===== config.mk =====
export PLATFORM = sky130hd
export DESIGN_NAME = q1_sweep_ctrl_flat
export DESIGN_NICKNAME = d
export VERILOG_FILES = /design/src/rtl/q1_pkg.sv /design/src/rtl/q1_sweep_ctrl_if.sv /design/src/rtl/q1_f_eval.sv /design/src/rtl/q1_sweep_ctrl.sv /design/src/flat_wrapper.sv
export SDC_FILE = /design/constraint.sdc
export NUM_CORES = 1
export LEC_CHECK = 0
export ABC_AREA = 1
export CAP_MARGIN = 0
export CORE_MARGIN = 2
export CORE_UTILIZATION = 30
export DETAILED_ROUTE_END_ITERATION = 8
export PLACE_DENSITY = 0.62
export SYNTH_ARGS = -nofsm -noshare
export SYNTH_HDL_FRONTEND = slang
export SYNTH_SLANG_ARGS = --single-unit

===== constraint.sdc =====
create_clock -name clk -period 1.8 [get_ports clk]
set_input_delay 0.36 -clock clk [delete_from_list [all_inputs] [get_ports clk]]
set_output_delay 0.36 -clock clk [all_outputs]
set_load 0.005 [all_outputs]

===== src/rtl/q1_pkg.sv =====
// Shared types and constants for the q1 sweep controller and its evaluator.
package q1_pkg;

  typedef enum logic [1:0] {IDLE, RUN, FLUSH, DONE} q1_state_e;

  localparam logic [15:0] Q1_GOLDEN_DEFAULT = 16'hF830;
  localparam int          Q1_NVEC           = 16;

  function automatic logic [4:0] q1_popcount(input logic [15:0] v);
    logic [4:0] c;
    c = '0;
    for (int i = 0; i < 16; i++) c = c + 5'(v[i]);
    return c;
  endfunction

endpackage


===== src/rtl/q1_sweep_ctrl_if.sv =====
// Self-test / external-requester bus of q1_sweep_ctrl; slave is the controller side.
interface q1_sweep_ctrl_if;
  logic        start;
  logic        ext_req;
  logic [3:0]  ext_abcd;
  logic        ext_gnt;
  logic        ext_f;
  logic        busy;
  logic        done;
  logic        pass;
  logic [15:0] result;
  logic [4:0]  err_cnt;

  modport slave (
    input  start, ext_req, ext_abcd,
    output ext_gnt, ext_f, busy, done, pass, result, err_cnt
  );

  modport master (
    output start, ext_req, ext_abcd,
    input  ext_gnt, ext_f, busy, done, pass, result, err_cnt
  );
endinterface


===== src/rtl/q1_f_eval.sv =====
// Combinational evaluator F = A(B + CD) + B~C.
module q1_f_eval (
  input  logic i_a,
  input  logic i_b,
  input  logic i_c,
  input  logic i_d,
  output logic o_f
);
  assign o_f = (i_a & (i_b | (i_c & i_d))) | (i_b & ~i_c);
endmodule


===== src/rtl/q1_sweep_ctrl.sv =====
// Sweeps all 16 vectors through q1_f_eval, checks the truth table, and arbitrates
// the evaluator to an external requester when idle. Q1_SWEEP_ERRCNT_EN enables err_cnt.
module q1_sweep_ctrl
  import q1_pkg::*;
#(
  parameter logic [15:0] GOLDEN = Q1_GOLDEN_DEFAULT
) (
  input  logic            clk,
  input  logic            rst,
  q1_sweep_ctrl_if.slave  bus
);

  localparam int          IW   = $clog2(Q1_NVEC);
  localparam logic [IW-1:0] LAST = IW'(Q1_NVEC - 1);

  q1_state_e   r_state, w_state_nxt;
  logic [IW-1:0] r_idx, r_abcd_q, r_cap_idx;
  logic        r_cap_vld;
  logic [15:0] r_result, w_result_nxt;
  logic        r_pass;
  logic        w_busy, w_start_acc, w_done_entry, w_f;
  logic [3:0]  w_eval_in;

  always_ff @(posedge clk or posedge rst) begin
    if (rst) r_state <= IDLE;
    else     r_state <= w_state_nxt;
  end

  always_comb begin
    w_state_nxt  = r_state;
    w_busy       = 1'b0;
    w_start_acc  = 1'b0;
    w_done_entry = 1'b0;
    case (r_state)
      IDLE: if (bus.start) begin
        w_state_nxt = RUN;
        w_start_acc = 1'b1;
      end
      RUN: begin
        w_busy = 1'b1;
        if (r_idx == LAST) w_state_nxt = FLUSH;
      end
      FLUSH: begin
        w_busy       = 1'b1;
        w_done_entry = 1'b1;
        w_state_nxt  = DONE;
      end
      DONE:    w_state_nxt = IDLE;
      default: w_state_nxt = IDLE;
    endcase
  end

  // Evaluator is shared: sweep vector while busy, otherwise the external inputs.
  assign w_eval_in = w_busy ? 4'(r_abcd_q) : bus.ext_abcd;

  q1_f_eval u_eval (
    .i_a (w_eval_in[3]),
    .i_b (w_eval_in[2]),
    .i_c (w_eval_in[1]),
    .i_d (w_eval_in[0]),
    .o_f (w_f)
  );

  always_comb begin
    w_result_nxt = r_result;
    if (r_cap_vld) w_result_nxt[r_cap_idx] = w_f;
  end

  always_ff @(posedge clk or posedge rst) begin
    if (rst) begin
      r_idx     <= '0;
      r_abcd_q  <= '0;
      r_cap_idx <= '0;
      r_cap_vld <= 1'b0;
      r_result  <= '0;
      r_pass    <= 1'b0;
    end else begin
      r_cap_vld <= (r_state == RUN);
      if (r_state == RUN) begin
        r_abcd_q  <= r_idx;
        r_cap_idx <= r_idx;
        r_idx     <= r_idx + 1'b1;
      end
      if (w_start_acc) begin
        r_idx    <= '0;
        r_result <= '0;
        r_pass   <= 1'b0;
      end else if (r_cap_vld) begin
        r_result <= w_result_nxt;
      end
      // Final capture lands on the same edge, so compare the next-state table.
      if (w_done_entry) r_pass <= (w_result_nxt == GOLDEN);
    end
  end

`ifdef Q1_SWEEP_ERRCNT_EN
  logic [4:0] r_err_cnt;
  always_ff @(posedge clk or posedge rst) begin
    if (rst)               r_err_cnt <= '0;
    else if (w_start_acc)  r_err_cnt <= '0;
    else if (w_done_entry) r_err_cnt <= q1_popcount(w_result_nxt ^ GOLDEN);
  end
  assign bus.err_cnt = r_err_cnt;
`else
  assign bus.err_cnt = '0;
`endif

  assign bus.ext_gnt = bus.ext_req & (r_state == IDLE) & ~bus.start & ~rst;
  assign bus.ext_f   = bus.ext_gnt & w_f;
  assign bus.busy    = w_busy;
  assign bus.done    = (r_state == DONE);
  assign bus.pass    = r_pass;
  assign bus.result  = r_result;

endmodule


===== src/flat_wrapper.sv =====
// flat-port wrapper written by rule: the top's interface ports become plain ports
module q1_sweep_ctrl_flat import q1_pkg::*;
#(
  parameter logic [15:0] GOLDEN = Q1_GOLDEN_DEFAULT
)
  (clk, rst, bus_start, bus_ext_req, bus_ext_abcd, bus_ext_gnt, bus_ext_f, bus_busy, bus_done, bus_pass, bus_result, bus_err_cnt);
  q1_sweep_ctrl_if bus_i ();
  input  logic clk;
  input  logic rst;
  input wire logic [$bits(bus_i.start)-1:0] bus_start;
  input wire logic [$bits(bus_i.ext_req)-1:0] bus_ext_req;
  input wire logic [$bits(bus_i.ext_abcd)-1:0] bus_ext_abcd;
  output wire logic [$bits(bus_i.ext_gnt)-1:0] bus_ext_gnt;
  output wire logic [$bits(bus_i.ext_f)-1:0] bus_ext_f;
  output wire logic [$bits(bus_i.busy)-1:0] bus_busy;
  output wire logic [$bits(bus_i.done)-1:0] bus_done;
  output wire logic [$bits(bus_i.pass)-1:0] bus_pass;
  output wire logic [$bits(bus_i.result)-1:0] bus_result;
  output wire logic [$bits(bus_i.err_cnt)-1:0] bus_err_cnt;
  assign bus_i.start = bus_start;
  assign bus_i.ext_req = bus_ext_req;
  assign bus_i.ext_abcd = bus_ext_abcd;
  assign bus_ext_gnt = bus_i.ext_gnt;
  assign bus_ext_f = bus_i.ext_f;
  assign bus_busy = bus_i.busy;
  assign bus_done = bus_i.done;
  assign bus_pass = bus_i.pass;
  assign bus_result = bus_i.result;
  assign bus_err_cnt = bus_i.err_cnt;
  q1_sweep_ctrl #(.GOLDEN(GOLDEN)) u_core (.clk(clk), .rst(rst), .bus(bus_i));
endmodule

* Yosys cells after proc, flatten, opt, wreduce, memory -nomap -nowiden
Cells that the tools add are included.
** Storage, ports and cells
- Bits of input ports :: 8
- Word-level logic and storage cells :: 53
- Output and inout port bits :: 26
- Bits in registers :: 28
** Operators by class
- Bitwise gates (word level) :: 12
- Equal/unequal tests :: 7
- $add $sub $neg :: 1
- Reductions and logical operators :: 7
- Multiplexer cells :: 18
- Magnitude comparators :: 2
** Operators by type and width (number)
- $mux 16 :: 3
- $bwmux 16 :: 1
- $eq 16x16->1 const B :: 1
- $mux 4 :: 3
- $pmux 2 s4 :: 1
- $and 1x1->1 :: 7
- $mux 1 :: 7
- $reduce_bool 2->1 :: 3
- $lt 4x5->1 const B :: 1
- $add 4x1->4 const B :: 1
- $demux 1 s4 :: 1
- $eq 2x2->1 const B :: 2
- $eq 4x4->1 const B :: 1
- $ge 4x1->1 const B :: 1
- $mux 2 :: 2
- $not 1->1 :: 3
- $eq 2x1->1 const B :: 1
- $logic_not 2->1 :: 1
- $ne 2x1->1 const B :: 1
- $ne 2x2->1 const B :: 1
- $or 1x1->1 :: 2
- $reduce_and 2->1 :: 1
- $reduce_or 2->1 :: 1
- $logic_and 1x1->1 :: 1

* Depth between registers and ports, before layout
- Depth in word-level cells :: 12
- Mapped depth :: 12
- Depth with buffers taken out :: 12

* Cells and area by module
A second synthesis with hierarchy kept.
** Second synthesis, totals
- Cells, all modules :: 221
- Area total of the unflattened synthesis :: 1612.8 um^2
** Modules (own cells, without submodules)
- q1_sweep_ctrl :: instances 1, area an instance 1586.5 um^2, cells an instance 214, sequential area each 700.7 um^2
- q1_f_eval :: instances 1, area an instance 26.3 um^2, cells an instance 7, sequential area each 0.0 um^2

* Worst setup path after synthesis
Ideal clock, no wire load.
- Path type :: register to output
- Start :: register u_core.r_state[0]
- End :: output bus_ext_f
- Stages on the path, launching flop included :: 8
- Slack :: 0.007 ns
- Data arrival time :: 1.433 ns
- Path buffers :: 0
- Data required time :: 1.440 ns
- Cell sequence :: dfrtp_1 -> inv_1 -> ha_1 -> inv_1 -> nand3_2 -> nand2_4 -> inv_2 -> nor4_1
** On the way
- Longest elaborated chain between the ends :: 9
- Elaborated cells between the ends (all ways) :: 16
- Those cells by class :: eq/ne: 2; mux: 2; bitwise: 10; reduce/logical: 2
** RTL lines
- start: declaration :: line q1_sweep_ctrl.sv:16 : q1_state_e r_state, w_state_nxt;
- start signal: assignment :: line q1_sweep_ctrl.sv:26 : else r_state <= w_state_nxt;
- $eq 2x2->1 / $eq 2x1->1 (equally long branches) :: line q1_sweep_ctrl.sv:34 : case (r_state)
- $reduce_or 2->1 (no source line) (*)
- $mux 1 (*) :: line q1_sweep_ctrl.sv:34
- via bus_busy :: line flat_wrapper.sv:15 : output wire logic [$bits(bus_i.busy)-1:0] bus_busy;
- $mux 4 (*) :: line q1_sweep_ctrl.sv:54 : assign w_eval_in = w_busy ? 4'(r_abcd_q) : bus.ext_abcd;
- $and 1x1->1 :: line q1_f_eval.sv:9 : assign o_f = (i_a & (i_b | (i_c & i_d))) | (i_b & ~i_c);
- $or 1x1->1 :: line q1_f_eval.sv:9
- $and 1x1->1 :: line q1_f_eval.sv:9
- $or 1x1->1 (*) :: line q1_f_eval.sv:9
- $and 1x1->1 (*) :: line q1_sweep_ctrl.sv:109 : assign bus.ext_f = bus.ext_gnt & w_f;
- end: declaration :: line flat_wrapper.sv:14 : output wire logic [$bits(bus_i.ext_f)-1:0] bus_ext_f;
Mark *: on every way through the listed nets, which the timed path passes. The rest lies on a longest branch.

* Final worst setup path
- Start :: register u_core.r_state[1]
- End :: output bus_ext_f
** On the way
- Longest elaborated chain between the ends :: 9
- Elaborated cells between the ends (all ways) :: 16
- Those cells by class :: eq/ne: 2; mux: 2; bitwise: 10; reduce/logical: 2
** RTL lines (line)
- $eq 2x2->1 / $eq 2x1->1 (equally long branches) :: q1_sweep_ctrl.sv:34
- $reduce_or 2->1 (no source line)
- $mux 1 :: q1_sweep_ctrl.sv:34
- $mux 4 :: q1_sweep_ctrl.sv:54
- $and 1x1->1 :: q1_f_eval.sv:9
- $or 1x1->1 :: q1_f_eval.sv:9
- $and 1x1->1 :: q1_f_eval.sv:9
- $or 1x1->1 :: q1_f_eval.sv:9
- $and 1x1->1 (*) :: q1_sweep_ctrl.sv:109
Mark *: on every way between the ends. The rest lies on a longest branch, timed or not.

==> results.md <==
* Status: finished with violations
* Failing checks: setup timing
* Post-route insts no fill at roughly 340
* Crit share post-route at 106%
* Wire per inst at 10.6 µm
* Final WS setup at -0.113 ns
* Pre-CTS setup slack at -0.477 ns
* # diodes at 0
* Seq/Total Area, Yosys at between 40% and 50%
* PortBufs at 28
* Die area at 5800 µm²
* Max FO, Critical Path at 3
* Asr flop ratio synth at 100%
* CTS tree: built
* Die W at 76.2 µm
* Mapped Cells at just over 200
* Overflow after GRT at 0
* Gp weighted congestion at between 0.8 and 0.9
* Sequential fraction of design power at between 20 and 30%
* Fillers at 513
* #FFs+latches synth at 28
* Largest net degree at the start of global routing at 29
* Clk_lat worst skew at 0.28 ns
* Worst Setup End Kind: output pin
* Number of hold buffers added after cts at 0
* # Max-Cap Violations at 0
* Design area at between 2000 and 2500 µm²
* Detailed Place HPWL at 2780 µm
* Worst vdd ir at slightly below 0.0007 V
* First-pass GRT wire length at 6530 µm
* # setup viols final at 1
* Sw Pwr at 1330 µW
* Share of cells above drive strength 1 at between 20% and 30%
* Final core utilization at 44.2%
* CTS Sinks at 28
* Combinational Power Share at 56.7%
* Initial Utilization at 30.8%
* CP cell instances: inv_2 -> ha_4 -> buf_6 -> nand3_4 -> nand2_4 -> inv_4 -> nor4_2 -> buf_2
* Commonest register cell after synthesis: dfrtp_1
* Violation count after the first detailed-route iteration at 57
* Std cell rows at 26
* Post-DR vias/cell at 4.39
* Area Growth Syn to Fin at 43.5%
* Core Area at 5070 µm²
* Slowest stage delay, CP at 0.38 ns
* Nets@finish at 283
* P_int at approximately 2100 µW
* Synth warn at 0
* Gr usage total at 13.7%
* Clock slew at reported path FFs at 0.10 ns
* Endpoints failing hold at 0
* Commonest cells after routing, fill and taps aside: 39 x nor2_1, 38 x nand2_1, 33 x buf_4
* I/O Pins at 34
* Sw Share at about two fifths
* Max Root-Sink Buffers at 2
* RSZ-0062 raised after global routing: true
* ANT nets after route at 0
* CP Launch Type: flop
* P per Cell Area at between 1500 and 2000 nW/µm²
* Post-Syn Area at 1560 µm²
* Count of final max-slew check failures at 0
* Depth of the CTS H-tree at 1
* Drt pass-1 iters at 4
* Vias in the first global route at approximately 1500
* DR DRC count at 0
* Lkg Pwr at 0.00111 µW
* Post-synth EDFFs at 0
* Placed Area at roughly 2100 µm²
* Final wirelength at 3590 µm
* Commonest non-fill, non-tap cell in the layout: nor2_1
* Initial antenna violation count at 0
* Tmin final at 1.91 ns
* Synth unique cells at 25
* Clk_skew at 0.00374 ns
* Die H at 76.2 µm
* Critical path class: reg -> out
* Placed cell count at 332
* Vias at 1485
* WHS at 0.508 ns
* Arr. time, crit path at roughly 1.6 ns
* Critical Path Slowest Stage Cell: dfrtp_1
* Worst Path Required at 1.44 ns
* Worst min path class: in -> async
* Clk network pwr share at 14.5%
* Root buffer cell: clkbuf_8
* CTS buffer count at 3
* Synthesized area per cell at 7.62 µm²
* Fmax at about 520 MHz
-- stage by stage --
| stage | setup TNS (ns) | power (µW) |
|---|---|---|
| final | -0.113 | 3420 |
| after CTS | -0.157 | 3420 |
| after detailed placement | -0.790 | 2860 |
| after global placement | -0.724 | 2830 |
| after floorplan | 0 | 1880 |
| after global routing | -0.333 | 3750 |
-- kinds of logic (layout without fill, tap and decap cells) --
group / count (synthesis) / count (layout) / synth area share, %
compound gates: 26 / 26 / 8.97
flops: 28 / 28 / 44.8
fa+ha+maj: 6 / 6 / 4.80
simple gates: 111 / 111 / 32.0
buf+inv: 33 / 92 / 9.13
other cells: 1 / 5 / 0.240
-- power groups by stage --
stage	logic, µW	registers (µW)	clock network, µW
finish	1940	987	497
global route	2190	1020	538
CTS	1920	990	510
detailed placement	1860	996	0
global placement	1840	992	0
floorplan	875	1000	0
-- state kept, by name, indices dropped and copies added (netlist names) --
register	flops
u_core.r_abcd_q	4
u_core.r_idx	4
u_core.r_state	2
u_core.bus.pass	1
u_core.r_cap_vld	1
u_core.bus.result	16
-- layout make-up --
cell class / instances / area [µm²] / area share (%)
Clock buffer: 3 / 41.3 / 1.84
Clock inverter: 1 / 30.0 / 1.34
Inverter: 26 / 100 / 4.46
Multi-Input combinational cell: 148 / 756 / 33.7
Sequential cell: 28 / 701 / 31.3
Tap cell: 70 / 87.6 / 3.91
Timing Repair Buffer: 62 / 527 / 23.5
-- worst max-delay path, delay by kind of cell, from the launching register on --
kind	cells	cell delay, ns
buffers and inverters	4	0.34
and+or+nand+nor	3	0.28
adders and majority gates	1	0.28
DFF	1	0.38
-- what timing repair did --
| action | CTS | global route |
|---|---|---|
| endpoints found under the hold margin | 0 | 0 |
| buffers inserted | 1 | 1 |
| pin swaps | 0 | 0 |
| gates resized for setup | 16 | 3 |
| endpoints found under the setup margin | 5 | 3 |
-- layer usage --
| metal | GRT usage, % | wire length (µm) | vias to the layer above |
|---|---|---|---|
| li1 | - | - | 773 |
| met1 | 16.5 | 1660 | 681 |
| met2 | 24.7 | 1760 | 29 |
| met3 | 3.32 | 158 | 2 |
| met4 | 3.09 | 17 | 0 |
| met5 | 0 | 0 | - |
-- Yosys cell counts, drive strengths merged (2+ instances only) --
cell | count | area share, %
nand4 | 3 | 1.2
inv | 25 | 6.0
o21bai | 4 | 1.9
a21oi | 5 | 1.6
o21ai | 17 | 5.4
nand3 | 19 | 7.5
or2 | 6 | 2.4
dfrtp | 28 | 45
buf | 6 | 2.6
nor2 | 40 | 9.6
nor3 | 2 | 0.64
nand2 | 39 | 9.8
ha | 6 | 4.8
-- worst paths after layout --
kind / from / to / slack [ns] / cells past startpoint
setup / recovery: u_core.r_state[1]$_DFFE_PP0P_ / bus_ext_f / -0.11 / 8
hold / removal: rst / u_core.bus.pass$_DFFE_PP0P_ / 0.51 / 3
setup reg to reg: u_core.r_state[0]$_DFFE_PP0P_ / u_core.bus.pass$_DFFE_PP0P_ / 0.03 / 13
hold reg to reg: u_core.r_idx[0]$_DFFE_PP0P_ / u_core.r_idx[0]$_DFFE_PP0P_ / 0.51 / 1
max in group asynchronous: rst / u_core.bus.result[10]$_DFFE_PP0P_ / 1.03 / 3
min in group clk: u_core.r_idx[0]$_DFFE_PP0P_ / u_core.r_idx[0]$_DFFE_PP0P_ / 0.51 / 1
Power figures use the tool's default switching activity.
==> variant (same flow settings) <==
The option `Q1_SWEEP_ERRCNT_EN` is turned on by a define.
--- a/src/rtl/q1_sweep_ctrl.sv
+++ b/src/rtl/q1_sweep_ctrl.sv
@@ -1,4 +1,6 @@
 // Sweeps all 16 vectors through q1_f_eval, checks the truth table, and arbitrates
 // the evaluator to an external requester when idle. Q1_SWEEP_ERRCNT_EN enables err_cnt.
+`define Q1_SWEEP_ERRCNT_EN
+
 module q1_sweep_ctrl
   import q1_pkg::*;
Behaviour: no difference found for any inputs over 10 cycles, from zero or initial values and one cycle with rst high; that may be too few to reach the edited logic, so the function may still have changed.
==> variant against the unedited design <==
Synthesized area grew 36%. Sequential cell count rose by 5. The flow still finishes with violations (negative setup slack). Critical path depth rose by 11. Design area increased by 51%. Worst setup slack worse by 2400 ps. Critical endpoint is now u_core.bus.err_cnt[1]$_DFFE_PP0P_. Via count up 39%. Clock power is 50% higher. Power increased by 110%. Highest routed layer unchanged. Global-route usage is 2.5 points higher. Combinational power rose to 2.7 times the old value. Core utilization grew 5.5 points. Wire length is 54% higher. Register-to-register slack lost 2500 ps.
==> variant: results <==
outcome:
  violations: "negative setup slack"
  status: "finished with violations"
logic_synthesis:
  yosysWarnings: 0
  seq_area_frac_synth_pct: 38.8
  synth.distinct_cells: 27
  ys.flop_type: "dfrtp_1"
  yosys-top-cells-area: "dfrtp_1 (39%), fa_1 (9.4%), nand2_1 (8.5%), ha_1 (7.1%), inv_1 (6.5%)"
  synth-edff-count: 0
  netlist_top_cells_count: "nand2_1 (48), inv_1 (37), nor2_1 (35), dfrtp_1 (33), nand3_1 (20)"
  syn_nets: 289
  synth-async-reset-ratio_pct: 100
sta:
  finalClockSkew_ps: 11.9
  setup_viol: 7
  timing.hold.ws_ps: 487
  fin_tns_setup_ps: -12480
  worstMarginPinSlew_ps: 424
  layout_setup_ws_ps: -2500
clocking:
  cts_resized: 29
  clk_pin_slew_worst_paths_ps: 80
  cts_setup_buffers: 4
  cts_buffer_depth: 2
  cts_inserted_buffers: 5
  root_buffer: "clkbuf_8"
  clk_latency_ps: 290
  cts_htree_levels: 2
worst_setup_path:
  crit_fanout: 3
  arrival_ps: 4490
placement:
  hpwl_um: 4390
  portBuffers: 33
  gp_congestion: 0.850
  pre_cts_slack_ps: -2810
worst_hold_path:
  hp-class: "reg2reg"
global_routing:
  grt_pass1_wl_um: 9740
  grt_pass1_vias: 2053
  antenna_found_initial: 0
  track_usage_pct: 16.2
  grt_max_degree: 34
layout:
  antenna_cells: 0
  largest_reg_flops: 16
  fin_nets: 404
  drive_gt1_share_pct: 37.6
  fillers: 681
drt:
  via_per_inst: 4.37
  drtIter0Drc: 94
  dr.pass1.iters: 4
  routedWlPerCell_um: 11.8
power_and_ir_drop:
  switching_share_pct: 41.6
  ir_worst_vdd_uv: 1780
  leakage_nw: 1.66
==> variant: cell count changes after synthesis, sizes merged, moves of 4 or more <==
cell   change
dfrtp      +5
inv       +13
fa        +10
ha         +6
nand2     +15
buf        -4
nand3      +6
==> variant: kinds of logic (layout without fill, tap and decap cells) <==
group / after synthesis / after routing / synth area share [%]
compound gates: 29 / 29 / 7.93
simple gates: 130 / 130 / 27.9
flops: 33 / 33 / 38.8
buf+inv: 44 / 160 / 8.58
xor+xnor: 1 / 1 / 0.411
fa+ha+maj: 22 / 22 / 16.5
==> variant: worst max-delay path, stage by stage, from the launching register on <==
cell and delay [ps]:
dfrtp_1 390, inv_2 80, ha_4 220, inv_4 60
nand3_4 70, nand2_4 80, inv_2 40, nand2_1 60
o21ai_2 60, ha_1 280, inv_2 30, fa_1 480
fa_1 430, fa_1 510, fa_1 440, fa_2 350
inv_2 70, fa_1 400, nand3_1 80, nand2_1 50
==> variant: cell type report <==
class | instances | area [um^2] | area share (%)
multi-input cells | 182 | 1240 | 36.6
repair buffers | 112 | 930 | 27.4
flip-flops and latches | 33 | 826 | 24.3
inverters | 40 | 154 | 4.54
well taps | 96 | 120 | 3.54
clock buffers | 6 | 82.6 | 2.43
clock inverters | 2 | 37.5 | 1.11
==> variant: metrics by stage <==
step | instance area, um^2 | cells
6_report | 3390 | 471
5_1_grt | 3390 | 471
4_1_cts | 3330 | 469
3_5_place_dp | 3130 | 457
3_3_place_gp | 3130 | 457
2_1_floorplan | 2170 | 259
==> variant: layer usage <==
metal	up-vias	part of all wire, %	GRT usage, %
li1	1051	-	-
met1	977	45	20.7
met2	22	51	27.6
met3	9	1.9	3.26
met4	0	1.8	5.23
met5	-	0	0
==> variant: path summary, 6_finish.rpt <==
check | endpoint | from | cells after the start
min | u_core.bus.pass$_DFFE_PP0P_ | u_core.bus.pass$_DFFE_PP0P_ | 2
min reg2reg | u_core.bus.pass$_DFFE_PP0P_ | u_core.bus.pass$_DFFE_PP0P_ | 2
max | u_core.bus.err_cnt[1]$_DFFE_PP0P_ | u_core.r_state[1]$_DFFE_PP0P_ | 19
min in group asynchronous | u_core.r_state[1]$_DFFE_PP0P_ | rst | 4
max in group asynchronous | u_core.bus.result[8]$_DFFE_PP0P_ | rst | 4
max reg2reg | u_core.bus.err_cnt[1]$_DFFE_PP0P_ | u_core.r_state[1]$_DFFE_PP0P_ | 19
==> variant: power groups by stage <==
stage          Clock [mW]  Sequential [mW]  Combinational (mW)
6_report            0.745             1.20                5.30
5_1_grt             0.793             1.23                6.01
4_1_cts             0.766             1.18                5.19
3_5_place_dp            0             1.19                4.45
3_3_place_gp            0             1.19                4.35
2_1_floorplan           0             1.18                2.60
